## src/rtl/tdm_demux_rx.sv

```systemverilog
// Serial TDM receiver: demultiplexes one bit per valid cycle into NUM_CH channel
// registers and offers each completed frame on a single-entry valid/ready buffer.
module tdm_demux_rx #(
    parameter int NUM_CH = 4,
    parameter int CH_W   = 8
) (
    input  logic                     clk,
    input  logic                     rst,
    input  logic                     in_valid,
    input  logic                     in_bit,
    input  logic                     in_sof,
    output logic                     out_valid,
    input  logic                     out_ready,
    output logic [NUM_CH*CH_W-1:0]   out_data,
    output logic                     sync_err,
    output logic                     overflow
);
    localparam int FRAME_BITS = NUM_CH * CH_W;
    localparam int CNT_W      = (FRAME_BITS > 1) ? $clog2(FRAME_BITS) : 1;

    typedef enum logic {IDLE = 1'b0, RECV = 1'b1} state_t;

    state_t                  state_q, state_d;
    logic [CNT_W-1:0]        cnt_q, cnt_d;
    logic [FRAME_BITS-1:0]   shadow_q, shadow_d;
    logic                    out_valid_q, out_valid_d;
    logic [FRAME_BITS-1:0]   out_data_q, out_data_d;
    logic                    sync_err_q, sync_err_d;
    logic                    overflow_q, overflow_d;

    logic                    store;
    logic                    clr;
    logic                    last;
    logic [CNT_W-1:0]        wr_idx;
    logic [FRAME_BITS-1:0]   hit;

    // Frame bit gi lands MSB-first inside channel gi/CH_W.
    for (genvar gi = 0; gi < FRAME_BITS; gi++) begin : g_bit
        localparam int POS = (gi / CH_W) * CH_W + (CH_W - 1 - (gi % CH_W));
        assign hit[gi]       = store && (wr_idx == CNT_W'(gi));
        assign shadow_d[POS] = hit[gi] ? in_bit : (clr ? 1'b0 : shadow_q[POS]);
    end

    always_comb begin
        store       = in_valid && (in_sof || (state_q == RECV));
        clr         = in_valid && in_sof;
        wr_idx      = in_sof ? '0 : cnt_q;
        last        = store && (wr_idx == CNT_W'(FRAME_BITS - 1));

        state_d     = state_q;
        cnt_d       = cnt_q;
        if (store) begin
            if (last) begin
                state_d = IDLE;
                cnt_d   = '0;
            end else begin
                state_d = RECV;
                cnt_d   = wr_idx + CNT_W'(1);
            end
        end

        sync_err_d  = in_valid && in_sof && (state_q == RECV);

        out_valid_d = out_valid_q;
        out_data_d  = out_data_q;
        overflow_d  = 1'b0;
        if (last) begin
            if (!out_valid_q || out_ready) begin
                out_valid_d = 1'b1;
                out_data_d  = shadow_d;
            end else begin
                overflow_d  = 1'b1;
            end
        end else if (out_valid_q && out_ready) begin
            out_valid_d = 1'b0;
        end
    end

    always_ff @(posedge clk or posedge rst) begin
        if (rst) begin
            state_q     <= IDLE;
            cnt_q       <= '0;
            shadow_q    <= '0;
            out_valid_q <= 1'b0;
            out_data_q  <= '0;
            sync_err_q  <= 1'b0;
            overflow_q  <= 1'b0;
        end else begin
            state_q     <= state_d;
            cnt_q       <= cnt_d;
            shadow_q    <= shadow_d;
            out_valid_q <= out_valid_d;
            out_data_q  <= out_data_d;
            sync_err_q  <= sync_err_d;
            overflow_q  <= overflow_d;
        end
    end

    assign out_valid = out_valid_q;
    assign out_data  = out_data_q;
    assign sync_err  = sync_err_q;
    assign overflow  = overflow_q;
endmodule
```

## config.mk

```make
export PLATFORM = sky130hd
export DESIGN_NAME = tdm_demux_rx
export DESIGN_NICKNAME = d
export VERILOG_FILES = /design/src/rtl/tdm_demux_rx.sv
export SDC_FILE = /design/constraint.sdc
export NUM_CORES = 1
export LEC_CHECK = 0
export BUFFER_PORTS_ARGS = -buffer_cell sky130_fd_sc_hd__buf_4
export CORE_UTILIZATION = 51
export DETAILED_ROUTE_END_ITERATION = 10
export GPL_TIMING_DRIVEN = 1
export PLACE_DENSITY = 0.68
export SKIP_CTS_REPAIR_TIMING = 1
export SLEW_MARGIN = 15
export SYNTH_ARGS = -nofsm -noshare
export SYNTH_HDL_FRONTEND = slang
export SYNTH_SLANG_ARGS = --single-unit
```

## constraint.sdc

```tcl
create_clock -name clk -period 5.3 [get_ports clk]
set_clock_uncertainty 0.15 [all_clocks]
set_input_delay 0.53 -clock clk [delete_from_list [all_inputs] [get_ports clk]]
set_output_delay 0.53 -clock clk [all_outputs]
set_load 0.03 [all_outputs]
```

==> key figures <==
Outcome
  – Status: finished, final reports clean

STA
  – Unrepaired setup endpoints after global routing: false
  – Period utilization: about two thirds
  – Setup violators final: 0
  – Relative slew slack: approximately a quarter
  – Final Hold Viols: 0
  – Post-route minimum period: roughly 3.4 ns
  – TNS Setup: 0 ns
  – Worst Max-Slew Pin Slew: between 1 and 1.5 ns
  – Final Slew Violations: 0
  – Fmax: 290.6 MHz

Synthesis
  – Synth Warn #: 0
  – Netlist cell types: 50
  – Mapped Area: 3531 um^2
  – Fraction of registers with async set/reset: 100.0%
  – Synth Instances: about 330
  – Mean post-synth cell area: 10.73 um^2
  – Number of synthesized register bits: 72
  – Most used DFF post-synth: dfrtp_1
  – Post-synth EDFFs: 0
  – Sequential fraction of the synthesis area: 51.03%
  – Mapped Nets: between 300 and 400

Worst setup path
  – Crit Path Max Fanout: 22
  – Setup Crit Path Kind: reg -> reg
  – CP arrival: roughly 3.5 ns
  – R2R Path End: out_data[20]
  – Required time worst endpoint: ~5.4 ns
  – R2r startpoint: cnt_q[0]
  – Startpoint types: register
  – R2R cell count: 8
  – Setup slack, reg-to-reg: approximately 1.9 ns
  – Endpoint kind of the worst setup timing path: register

Power
  – Clock network fraction of design power: 43.5%
  – P_sw: 0.2869 mW
  – Power Internal: roughly 0.9 mW
  – Cell area power density: just under 300 nW/um^2
  – Total power: approximately 1.2 mW
  – VDD IR-drop max: between 0.00015 and 0.0002 V
  – Leakage Power: 1.954 nW
  – Combinational Power Share: 7.8%
  – Switching part of the total: roughly a quarter
  – Reg power frac: around half

Final layout
  – Final instance area: roughly 4000 um^2
  – Synth-to-Final Area Change: 13.54%
  – Antenna cell count: 0
  – Layout Nets: 355
  – Layout cells sized above 1: approximately a quarter

Global route
  – GRT overflow: 0
  – Largest net degree at the start of global routing: 73
  – Met1 GRT Util: between 30% and 40%
  – GRT Total Usage: 25.90%
  – Global-route wire length before repair: 14070 um
  – Number of global-route vias before repair: about 2700
  – Gr busiest metal: met2
  – Initial antenna violation count: 0
  – Met2 usage: 37.10%
  – M3 GR Usage: 5.447%

Die
  – Die area: between 7000 and 8000 um^2
  – IO Count: just over 40
  – Die Span Y: roughly 85 um
  – Initial Utilization: ~54%
  – Core Box Area: approximately 6500 um^2
  – Rows: 29
  – Die width: 85.21 um

Route
  – Via density: approximately 6.4
  – Remaining DRCs: 0
  – Vias post-DR: roughly 2700
  – Wire length per cell: just under 20 um
  – Initial drt markers: between 200 and 250
  – Final ANT Viol Nets: 0
  – Post-Route WL: approximately 8500 um
  – DR pass1 iterations: 4

Clocking
  – Clock root buffer: clkbuf_8
  – CTS tree: done
  – CTS max path bufs: 2
  – Depth of the CTS H-tree: 3
  – Clock transition at the registers of the reported paths: approximately 0.080 ns
  – Num CTS Buffers: 9
  – Worst-Skew Late Latency: 0.34 ns
  – # clock sinks: 72

Placement
  – IO Port Bufs: 40
  – DP HPWL: approximately 5300 um
  – Routability cong.: between 0.8 and 0.9
  – Area after DPL: 3774 um^2

Hold path
  – Hold Crit Class: in -> async

Job
  – MaxCap Viol Count: 0
[cells in the final DEF (no fill, tap or decap), drive strengths merged, types with 3 or more instances in the layout]
cell type  synthesis  layout
a21oi             33      33
nand2             38      38
buf               24      45
clkbuf            14      11
o21ai              6       6
nand3             24      24
nand2b             3       3
bufinv             0       3
nand4bb            3       3
nor4b              4       4
o311ai             6       6
dfrtp             72      72
o31ai              4       4
o211ai            24      24
a31oi             31      31
nor2               3       3
inv                2       3
or4b               3       3
nand4              7       7
[layout make-up]
cell class	instances	area, um^2
repair buffers	45	337.8
clock buffers	11	131.4
inverters	3	11.26
flip-flops and latches	72	1802
fillers	552	2522
clock inverters	5	103.9
multi-input cells	216	1526
well taps	77	96.34
[Yosys cell counts (2+ instances only)]
library cell,n,area (um^2)
nand4b_4,2,47.55
o311ai_1,5,43.79
o211ai_2,15,187.7
and2_1,2,12.51
buf_2,17,85.08
nor2_1,3,11.26
nand2b_1,3,18.77
a31oi_1,31,193.9
or4b_4,3,41.29
ha_1,2,25.02
inv_1,2,7.510
a21oi_1,33,165.2
nand4_1,6,37.54
o211ai_1,9,67.56
or3_1,2,12.51
nand4bb_1,3,33.78
clkbuf_1,14,52.55
nor4b_4,3,71.32
buf_6,2,22.52
nand2_1,38,142.6
nand3_1,24,120.1
o31ai_1,3,22.52
dfrtp_1,72,1802
buf_4,5,37.54
o21ai_1,4,20.02
and4b_1,2,20.02
[logic make-up (layout without fill, tap and decap cells)]
family                   Yosys count  in the layout  synth area share, %
flip-flops                        72             72                51.03
AND/OR/NAND/NOR                  104            104                19.77
AO/OA/AOI/OAI                    109            109                22.25
buffers and inverters             41             64                5.918
multiplexers                       1              1               0.3189
adder cells (fa/ha/maj)            2              2               0.7086
[worst max-delay path, cell delays in order (launching register included)]
cell     delay [ns]
dfrtp_1        0.85
and2_1         0.36
nand2_1        0.13
nor3b_1        0.31
ha_1           0.35
o211a_1        0.20
and2_1         0.48
buf_4          0.35
a31oi_1        0.12
[flip-flops by register name (all words and copies together) (netlist names)]
signal	flops
out_data	32
shadow_q	31
cnt_q	5
out_valid	1
overflow	1
state_q	1
sync_err	1
[how the worst max path moves through the flow]
stage / from / endpoint / slack [ns] / cells after the start
floorplan: in_sof / out_data[24] / 2.62 / 11
global placement: cnt_q[0] / out_data[20] / 2.03 / 8
detailed placement: cnt_q[0] / out_data[27] / 1.91 / 8
CTS: cnt_q[0] / out_data[20] / 1.88 / 8
global route: cnt_q[0] / out_data[20] / 1.63 / 8
finish: cnt_q[0] / out_data[20] / 1.86 / 8
[power groups by stage]
| stage | combinational, mW | sequential [mW] | clock [mW] |
|---|---|---|---|
| floorplan | 0.0928 | 0.573 | 0 |
| global placement | 0.0927 | 0.589 | 0 |
| detailed placement | 0.0930 | 0.590 | 0 |
| CTS | 0.0932 | 0.580 | 0.531 |
| global route | 0.101 | 0.582 | 0.553 |
| finish | 0.0929 | 0.580 | 0.517 |
[per-layer routing]
layer,share of wire (%),vias to the layer above
met5,0,-
met3,7.0,22
met2,46,108
met4,3.0,0
li1,-,1274
met1,44,1330
[stage by stage]
step | instances | setup WS [ns] | utilization, % | hold slack, ns
finish | 429 | 1.858 | 61.38 | 0.2944
global route | 429 | 1.635 | 61.38 | 0.3833
CTS | 429 | 1.885 | 61.38 | 0.3368
detailed placement | 413 | 1.909 | 57.78 | 0.3194
global placement | 413 | 2.027 | 57.78 | 0.3106
floorplan | 329 | 2.621 | - | 0.2930
Note: power is estimated with default switching activity, not from simulation.
